**config.mk**
```make
export PLATFORM = sky130hd
export DESIGN_NAME = ps2_frame_receiver_flat
export DESIGN_NICKNAME = d
export VERILOG_FILES = /design/src/rtl/ps2_pkg.sv /design/src/rtl/ps2_frame_receiver_if.sv /design/src/rtl/ps2_line_filter.sv /design/src/rtl/ps2_frame_receiver.sv /design/src/flat_wrapper.sv
export SDC_FILE = /design/constraint.sdc
export NUM_CORES = 1
export LEC_CHECK = 0
export BUFFER_PORTS_ARGS = -buffer_cell sky130_fd_sc_hd__buf_2
export CAP_MARGIN = 20
export CORE_MARGIN = 4
export CORE_UTILIZATION = 59
export DETAILED_ROUTE_END_ITERATION = 10
export PLACE_DENSITY = 0.78
export REMOVE_ABC_BUFFERS = 1
export SYNTH_ARGS = -nofsm -noshare
export SYNTH_HDL_FRONTEND = slang
export SYNTH_SLANG_ARGS = --single-unit
```
**constraint.sdc**
```tcl
create_clock -name clk -period 2.86 [get_ports clk]
set_clock_uncertainty 0.15 [all_clocks]
set_input_delay 0.286 -clock clk [delete_from_list [all_inputs] [get_ports clk]]
set_output_delay 0.286 -clock clk [all_outputs]
set_load 0.02 [all_outputs]
```
**src/rtl/ps2_pkg.sv**
```systemverilog
// Shared definitions for the PS/2 frame receiver: FSM states, frame layout, parity helper.
package ps2_pkg;

    typedef enum logic [2:0] {
        StIdle,
        StLow,
        StHigh,
        StCheck,
        StFault
    } ps2_state_e;

    localparam int unsigned FRAME_BITS = 11;
    localparam int unsigned START_IDX  = 0;
    localparam int unsigned PARITY_IDX = 9;
    localparam int unsigned STOP_IDX   = 10;

    // True when the data byte plus its parity bit hold an odd number of ones.
    function automatic logic odd_parity(input logic [7:0] d, input logic p);
        return ^{d, p};
    endfunction

endpackage

```
**src/rtl/ps2_frame_receiver_if.sv**
```systemverilog
// PS/2 line inputs and scan-code outputs of the frame receiver.
interface ps2_frame_receiver_if;

    logic       ps2Clk;
    logic       ps2Data;
    logic [7:0] data;
    logic       dataReady;
    logic       error;

    // Receiver side: consumes the raw lines, produces scan codes.
    modport master (
        input  ps2Clk,
        input  ps2Data,
        output data,
        output dataReady,
        output error
    );

    // Bus/decoder side: drives the raw lines, observes scan codes.
    modport slave (
        output ps2Clk,
        output ps2Data,
        input  data,
        input  dataReady,
        input  error
    );

endinterface

```
**src/rtl/ps2_line_filter.sv**
```systemverilog
// 2-FF synchronizer followed by a run-length glitch filter with registered edge strobes.
// With filterLen=1 it degenerates to synchronizer plus one register stage.
module ps2_line_filter #(
    parameter int unsigned filterLen = 3
) (
    input  logic clk,
    input  logic resetN,
    input  logic line,
    output logic level,
    output logic rise,
    output logic fall
);

    localparam int unsigned CntBits = (filterLen > 1) ? $clog2(filterLen) : 1;
    localparam logic [CntBits-1:0] CntLast = CntBits'(filterLen - 1);

    logic [1:0]         sync_q;
    logic               level_q, level_d;
    logic [CntBits-1:0] cnt_q, cnt_d;
    logic               rise_q, fall_q;

    // Synchronizer, filtered level and edge strobes; idle bus level is high.
    always_ff @(posedge clk or negedge resetN) begin
        if (!resetN) begin
            sync_q  <= 2'b11;
            level_q <= 1'b1;
            cnt_q   <= '0;
            rise_q  <= 1'b0;
            fall_q  <= 1'b0;
        end else begin
            sync_q  <= {sync_q[0], line};
            level_q <= level_d;
            cnt_q   <= cnt_d;
            rise_q  <= ~level_q & level_d;
            fall_q  <= level_q & ~level_d;
        end
    end

    // Accept a new level only after filterLen consecutive differing samples.
    always_comb begin
        level_d = level_q;
        cnt_d   = '0;
        if (sync_q[1] != level_q) begin
            if (cnt_q == CntLast) begin
                level_d = sync_q[1];
            end else begin
                cnt_d = cnt_q + 1'b1;
            end
        end
    end

    assign level = level_q;
    assign rise  = rise_q;
    assign fall  = fall_q;

endmodule

```
**src/rtl/ps2_frame_receiver.sv**
```systemverilog
// PS/2 frame receiver: conditions the raw lines, times each clock phase, assembles the
// 11-bit frame and publishes validated scan codes with a one-cycle dataReady pulse.
// readAt must be smaller than minClk so the sample point always lies inside a legal low phase.
module ps2_frame_receiver
    import ps2_pkg::*;
#(
    parameter int unsigned counterBits = 8,
    parameter int unsigned minClk      = 15,
    parameter int unsigned maxClk      = 25,
    parameter int unsigned readAt      = 5,
    parameter int unsigned filterLen   = 3
) (
    input  logic                 clk,
    input  logic                 resetN,
    ps2_frame_receiver_if.master bus
);

    localparam logic [counterBits-1:0] MinT     = counterBits'(minClk);
    localparam logic [counterBits-1:0] MaxT     = counterBits'(maxClk);
    localparam logic [counterBits-1:0] SatT     = counterBits'(maxClk + 1);
    localparam logic [counterBits-1:0] ReadT    = counterBits'(readAt);
    localparam logic [counterBits-1:0] IdleLast = counterBits'(maxClk - 1);
    localparam logic [3:0]             StopCnt  = 4'(STOP_IDX);

    logic clk_level, clk_rise, clk_fall;
    logic data_level;
    logic unused_data_rise, unused_data_fall;

    ps2_line_filter #(
        .filterLen(filterLen)
    ) u_clk_filter (
        .clk   (clk),
        .resetN(resetN),
        .line  (bus.ps2Clk),
        .level (clk_level),
        .rise  (clk_rise),
        .fall  (clk_fall)
    );

    ps2_line_filter #(
        .filterLen(1)
    ) u_data_sync (
        .clk   (clk),
        .resetN(resetN),
        .line  (bus.ps2Data),
        .level (data_level),
        .rise  (unused_data_rise),
        .fall  (unused_data_fall)
    );

    ps2_state_e                 state_q, state_d;
    logic [counterBits-1:0]     timer_q, timer_d;
    logic [3:0]                 count_q, count_d;
    logic [FRAME_BITS-1:0]      bits_q, bits_d;
    logic [7:0]                 data_q, data_d;
    logic                       error_q, error_d;
    logic [counterBits-1:0]     timer_inc;
    logic                       frame_ok;

    // Phase timer saturates one past maxClk so timeouts stay visible without wrapping.
    assign timer_inc = (timer_q >= SatT) ? SatT : timer_q + 1'b1;

    assign frame_ok = (bits_q[START_IDX] == 1'b0) && bits_q[STOP_IDX] &&
                      odd_parity(bits_q[PARITY_IDX-1:START_IDX+1], bits_q[PARITY_IDX]);

    // State and datapath registers.
    always_ff @(posedge clk or negedge resetN) begin
        if (!resetN) begin
            state_q <= StIdle;
            timer_q <= '0;
            count_q <= '0;
            bits_q  <= '0;
            data_q  <= '0;
            error_q <= 1'b0;
        end else begin
            state_q <= state_d;
            timer_q <= timer_d;
            count_q <= count_d;
            bits_q  <= bits_d;
            data_q  <= data_d;
            error_q <= error_d;
        end
    end

    // Next-state and datapath update; timeouts take priority over a coincident edge.
    always_comb begin
        state_d = state_q;
        timer_d = timer_q;
        count_d = count_q;
        bits_d  = bits_q;
        data_d  = data_q;
        error_d = error_q;
        case (state_q)
            StIdle: begin
                if (clk_fall) begin
                    state_d = StLow;
                    count_d = '0;
                    timer_d = '0;
                    error_d = 1'b0;
                end
            end
            StLow: begin
                timer_d = timer_inc;
                if (timer_q == ReadT) begin
                    bits_d[count_q] = data_level;
                end
                if (timer_q > MaxT) begin
                    state_d = StFault;
                    timer_d = '0;
                end else if (clk_rise) begin
                    if (timer_q < MinT) begin
                        state_d = StFault;
                        timer_d = '0;
                    end else if (count_q == StopCnt) begin
                        state_d = StCheck;
                    end else begin
                        state_d = StHigh;
                        timer_d = '0;
                    end
                end
            end
            StHigh: begin
                timer_d = timer_inc;
                if (timer_q > MaxT) begin
                    state_d = StFault;
                    timer_d = '0;
                end else if (clk_fall) begin
                    timer_d = '0;
                    if (timer_q < MinT) begin
                        state_d = StFault;
                    end else begin
                        state_d = StLow;
                        count_d = count_q + 1'b1;
                    end
                end
            end
            StCheck: begin
                if (frame_ok) begin
                    data_d  = bits_q[PARITY_IDX-1:START_IDX+1];
                    state_d = StIdle;
                end else begin
                    state_d = StFault;
                    timer_d = '0;
                end
            end
            StFault: begin
                error_d = 1'b1;
                // Timer counts uninterrupted high cycles of the filtered clock.
                if (!clk_level) begin
                    timer_d = '0;
                end else if (timer_q >= IdleLast) begin
                    state_d = StIdle;
                end else begin
                    timer_d = timer_q + 1'b1;
                end
            end
            default: begin
                state_d = StIdle;
            end
        endcase
    end

    // Outputs: new code is presented in the CHECK cycle so data and dataReady coincide.
    always_comb begin
        bus.data      = data_q;
        bus.dataReady = 1'b0;
        bus.error     = error_q;
        if ((state_q == StCheck) && frame_ok) begin
            bus.data      = bits_q[PARITY_IDX-1:START_IDX+1];
            bus.dataReady = 1'b1;
        end
    end

endmodule

```
**src/flat_wrapper.sv**
```systemverilog
// flat-port wrapper written by rule: the top's interface ports become plain ports
module ps2_frame_receiver_flat import ps2_pkg::*;
#(
    parameter int unsigned counterBits = 8,
    parameter int unsigned minClk      = 15,
    parameter int unsigned maxClk      = 25,
    parameter int unsigned readAt      = 5,
    parameter int unsigned filterLen   = 3
)
  (clk, resetN, bus_ps2Clk, bus_ps2Data, bus_data, bus_dataReady, bus_error);
  ps2_frame_receiver_if bus_i ();
  input  logic clk;
  input  logic resetN;
  input wire logic [$bits(bus_i.ps2Clk)-1:0] bus_ps2Clk;
  input wire logic [$bits(bus_i.ps2Data)-1:0] bus_ps2Data;
  output wire logic [$bits(bus_i.data)-1:0] bus_data;
  output wire logic [$bits(bus_i.dataReady)-1:0] bus_dataReady;
  output wire logic [$bits(bus_i.error)-1:0] bus_error;
  assign bus_i.ps2Clk = bus_ps2Clk;
  assign bus_i.ps2Data = bus_ps2Data;
  assign bus_data = bus_i.data;
  assign bus_dataReady = bus_i.dataReady;
  assign bus_error = bus_i.error;
  ps2_frame_receiver #(.counterBits(counterBits), .minClk(minClk), .maxClk(maxClk), .readAt(readAt), .filterLen(filterLen)) u_core (.clk(clk), .resetN(resetN), .bus(bus_i));
endmodule
```
### Yosys cells after proc, flatten, opt, wreduce, memory -nomap -nowiden

Index checks and enable logic that the tools add are counted.

| cells by class | value |
|---|---|
| multipliers | 0 |
| eq/ne operators | 19 |
| reduce and logical (&&, ||, !) cells | 16 |
| shift-type cells | 0 |
| $add $sub $neg | 4 |
| bitwise operators | 6 |
| $lt $le $gt $ge | 6 |
| mux-type cells | 42 |
| divide/modulo/power cells | 0 |

Operators by type and width:

| operator | number |
|---|---|
| $mux W8 | 12 |
| $pmux W8 S5 | 1 |
| $mux W3 | 10 |
| $ge A8 B5 Y1 const B | 2 |
| $mux W4 | 4 |
| $pmux W3 S5 | 1 |
| $ne A2 B2 Y1 const B | 6 |
| $bwmux W11 | 1 |
| $reduce_and A5 Y1 | 2 |
| $reduce_xor A9 Y1 | 1 |
| $add A8 B1 Y8 const B | 1 |
| $eq A8 B3 Y1 const B | 1 |
| $gt A8 B5 Y1 const B | 1 |
| $lt A8 B4 Y1 const B | 1 |
| $mux W1 | 8 |
| $pmux W4 S2 | 1 |
| $reduce_and A2 Y1 | 4 |
| $eq A3 B2 Y1 const B | 2 |
| $ne A3 B2 Y1 const B | 2 |
| $lt A4 B5 Y1 const B | 1 |
| $reduce_bool A5 Y1 | 1 |
| $add A4 B1 Y4 const B | 1 |
| $demux W1 S4 | 1 |
| $eq A4 B4 Y1 const B | 1 |
| 17 further kinds | 27 |

| word-level totals | value |
|---|---|
| ROM bits | 0 |
| memory bits (writable) | 0 |
| input bits | 4 |
| memories | 0 |
| register bits after elaboration | 46 |
| logic and storage cells | 107 |
| bits in latches | 0 |
| output and inout bits | 10 |

### Logic depth before layout (Yosys ltp)

| logic depth | value |
|---|---|
| depth after elaboration | 7 |
| depth in mapped cells | 8 |
| gate-level depth less buffers | 7 |

### By module

Synthesis repeated with hierarchy kept, for this count alone.

| unflattened totals | value |
|---|---|
| cells, all modules | 213 |
| area, all modules | 2426.1 um2 |

By module, submodules not included:

| module | instances | cells each | area each (um2) | sequential area each (um2) |
|---|---|---|---|---|
| ps2_frame_receiver | 1 | 191 | 2034.5 | 875.8 |
| ps2_line_filter (u_core.u_clk_filter) | 1 | 14 | 244.0 | 178.9 |
| ps2_line_filter (u_core.u_data_sync) | 1 | 8 | 147.6 | 128.9 |

### Worst setup path after synthesis

OpenSTA, ideal clock, no wires.

| timing | value |
|---|---|
| path kind | register to output |
| start point | register u_core.bits_q[3] |
| end point | output port bus_data[0] |
| data required time | 2.424 ns |
| path buffers | 1 |
| stages on the path, launching flop included | 8 |
| data arrival time | 1.693 ns |
| path slack | 0.731 ns |
| cell sequence | dfrtp_1 > xor2_1 > xnor3_2 > mux2i_4 > inv_2 > buf_6 > nand2_1 > nand2_1 |

| between the ends | value |
|---|---|
| cells in the longest elaborated chain, start to end | 4 |

RTL lines:

| what | line | text |
|---|---|---|
| start, declared | ps2_frame_receiver.sv:54 | `logic [FRAME_BITS-1:0] bits_q, bits_d;` |
| start signal, assigned | ps2_frame_receiver.sv:79 | `bits_q <= bits_d;` |
| $reduce_xor A9 Y1 | ps2_pkg.sv:19 | `return ^{d, p};` |
| $logic_and A1 B1 Y1 | ps2_frame_receiver.sv:63 | `assign frame_ok = (bits_q[START_IDX] == 1'b0) && bits_q[STOP_IDX] &&` |
| $logic_and A1 B1 Y1 | ps2_frame_receiver.sv:168 | `if ((state_q == StCheck) && frame_ok) begin` |
| $mux W8 | ps2_frame_receiver.sv:168 |  |
| end, declared | flat_wrapper.sv:16 | `output wire logic [$bits(bus_i.data)-1:0] bus_data;` |

Every way passes these cells.

### Worst setup path in the final report

| timing | value |
|---|---|
| start point | register u_core.bits_q[1] |
| end point | output port bus_data[1] |

The elaborated chain is that of the path after synthesis.

==> metrics.txt <==
Pwr per Cell Area 643.0 mW/mm²; min Tclk post-route ~2.6 ns; Sw Ratio a little under a third; fin. max-slew vios 0; # setup viols final 0; Netlist cell types 56; largest family of logic cells by synthesized area simple AND/OR/NAND/NOR gates; Leak Pwr 0.001222 µW; Die Height just over 70 µm; drt pass-1 iters 4; XOR/XNOR Fraction of Synth Area 4.233%; first-pass GRT wire length between 7 and 8 mm; initial antenna violation count 0; drt drc 0; CTS clk-pin slew, worst paths 0.09 ns; routability cong. roughly 1; Post-synth EDFFs 0; post-CTS sizing 0; clk_lat worst skew 0.30 ns; Clk pwr share a little under 30%; WP data arrival around 2.2 ns; final hold slack -0.01735 ns; Worst R2R End u_core.timer_q[1]; CTS tree done; Filler Cell Count between 200 and 300; ys async rst share 100.0%; status finished, violations left; Synth Area in Simple Gates between 10% and 20%; RSZ-0062 raised after global routing false; Ys Warns 0; slowest cell delay on critical path approximately 0.43 ns; Max-cap violations 0; final net count 261; Gate Count Post-Synth ~230; Psw roughly 530 µW; Antenna Nets Post-Route 0; share of total power in combinational logic approximately a quarter; r2r startpoint u_core.timer_q[0]; Seq/Total Area, Yosys between 40% and 50%; VDD IR max roughly 0.49 mV; I/O Pins 14; Yosys reg bits 45; total die area just over 0.005 mm²; Design Area, Final roughly 0.0026 mm²; Via Count 1,720; ant diodes 0; Synth Area in Compound Gates between 10% and 20%; data required time of the worst path between 2 and 2.5 ns; post-route setup TNS 0 ns; core box area 0.003771 mm²; Top FF cell, synth dfrtp_1; Seq pwr share 46.7%; Least-Margin Pin Slew ~0.96 ns; total chip power between 1500 and 2000 µW; crit path launch type flop; Post-Synth Adder-Cell Area 4.233%; synth-to-layout area growth 10.05%; Num CTS Buffers 5; worst hold path class in2async; Synth Area per Inst ~10 µm²; Avg WL per Cell 14.81 µm; iteration-0 DRC count of the detailed router roughly 140; mapped cell area approximately 0.0024 mm²; share of cells above drive strength 1 between 15 and 20%; CP dominant cell by count nand2_1; Routed Wire Length around 4.4 mm; Hold Fails Final Rpt 33; H-tree levels 2; leading cell type in the layout, fill and taps excluded nand2_1; Placed Area between 0.002 and 0.0025 mm²; Worst setup EP type output port; grt total ovfl 0; Initial Util between 60% and 70%; Int Pwr between 1000 and 1500 µW; cells along the critical path xor3_1 > nor3_1 > mux2i_4 > inv_2 > nand2_1 > nand2_1 > buf_2; Row Count 22; CP max stage cell xor3_1; GRT Overall Usage 18.99%; violated checks hold timing; final cycle utilization of the critical path 90.76%; r2r setup slk 0.51 ns; worst reg2reg path depth 7; DR vias/cell 5.772; PortBufs 13; die width around 71 µm; HPWL Detailed 3.183 mm; Num Clock Sinks 45; largest net degree at the start of global routing 46; fmax 385.3 MHz; vias in the first global route approximately 1,700; Max clock buf depth 2; crit path kind reg2out; most frequent cells in the layout nand2_1 (48), dfrtp_1 (39), nor2_1 (18), buf_2 (13), mux2_1 (12); CP Max Fanout 12; Root Driver clkbuf_8; Worst slew margin 36.00%; mux contribution to synthesized area 7.143%
worst max-delay path, delay by kind of cell (launching register included):
family	cells	cell delay (ns)
simple gates	3	0.48
xor+xnor	1	0.43
flops	1	0.42
buf+inv	2	0.39
mux	1	0.15
how the worst max path moves through the flow:
stage | startpoint | end | slack, ns | depth (start not counted)
after floorplan | u_core.bits_q[3] | u_core.timer_q[1] | 0.57 | 6
after global placement | u_core.bits_q[3] | u_core.timer_q[1] | 0.46 | 6
after detailed placement | u_core.bits_q[3] | bus_data[5] | 0.40 | 7
after CTS | u_core.bits_q[3] | bus_data[5] | 0.06 | 7
after global routing | u_core.bits_q[1] | bus_data[7] | 0.07 | 7
final | u_core.bits_q[1] | bus_data[1] | 0.26 | 7
registers in the layout, indices dropped and copies added, names as in the netlist:
register / cells
u_core.bits_q: 11
u_core.data_q: 8
u_core.timer_q: 8
u_core.count_q: 4
u_core.state_q: 3
u_core.u_clk_filter.cnt_q: 2
u_core.u_clk_filter.sync_q: 2
u_core.u_data_sync.sync_q: 2
u_core.bus.error: 1
u_core.u_clk_filter.fall: 1
u_core.u_clk_filter.level: 1
u_core.u_clk_filter.rise: 1
u_core.u_data_sync.level: 1
power groups by stage:
| stage | Combinational, µW | Sequential (µW) | Clock, µW |
|---|---|---|---|
| finish | 399 | 782 | 493 |
| global route | 451 | 796 | 537 |
| CTS | 397 | 781 | 511 |
| detailed placement | 392 | 793 | 0 |
| global placement | 387 | 792 | 0 |
| floorplan | 300 | 781 | 0 |
cell families after synthesis:
kind of cell             after synthesis
AND/OR/NAND/NOR                       95
flip-flops                            45
AO/OA/AOI/OAI                         44
buffers and inverters                 19
multiplexers                          14
XOR/XNOR                               8
adder cells (fa/ha/maj)                8
routing by layer:
layer	wire length, µm	vias to the layer above	GRT usage (%)
met5	0	-	0
met4	65	0	5.010
met3	204	7	4.769
met2	1957	42	28.16
met1	2184	828	27.78
li1	-	843	-
cell type report:
class	count	area (µm²)	share of cell area [%]
multi-input cells	169	1144	43.94
flip-flops and latches	45	1134	43.56
repair buffers	18	107.6	4.135
clock buffers	6	82.58	3.173
well taps	48	60.06	2.308
clock inverters	2	37.54	1.442
inverters	10	37.54	1.442
Yosys cell counts (3+ instances only):
| master | instances | area share (%) |
|---|---|---|
| inv_1 | 9 | 1.4 |
| a21oi_1 | 6 | 1.3 |
| dfstp_2 | 6 | 6.7 |
| clkbuf_1 | 3 | 0.48 |
| nor3b_1 | 3 | 0.95 |
| nand2_1 | 48 | 7.6 |
| nor3b_2 | 3 | 1.6 |
| nor3_1 | 5 | 1.1 |
| o21ai_1 | 6 | 1.3 |
| nand3_1 | 5 | 1.1 |
| ha_1 | 8 | 4.2 |
| dfrtp_1 | 39 | 41 |
| buf_2 | 4 | 0.85 |
| a211oi_1 | 4 | 1.3 |
| mux2_1 | 12 | 5.7 |
| a31oi_1 | 3 | 0.79 |
| nor2_1 | 18 | 2.9 |
| xnor2_1 | 4 | 1.5 |
stage by stage:
| step | utilization (%) | setup WS [ns] | hold slack, ns | std cells |
|---|---|---|---|---|
| after global routing | 69.01 | 0.06560 | 0.05000 | 298 |
| after CTS | 68.41 | 0.05887 | 0.005128 | 295 |
| after floorplan | - | 0.5707 | -0.1596 | 224 |
| after detailed placement | 64.70 | 0.4050 | 0.1969 | 285 |
| after global placement | 64.70 | 0.4643 | 0.1956 | 285 |
| final | 69.01 | 0.2644 | -0.01735 | 298 |
repair_timing:
| action | in CTS | in global routing |
|---|---|---|
| setup endpoints to repair | 0 | 8 |
| buffers inserted | 0 | 3 |
| hold endpoints to repair | 2 | 0 |
| hold buffers | 2 | 0 |
Note: power is estimated with default switching activity, not from simulation.
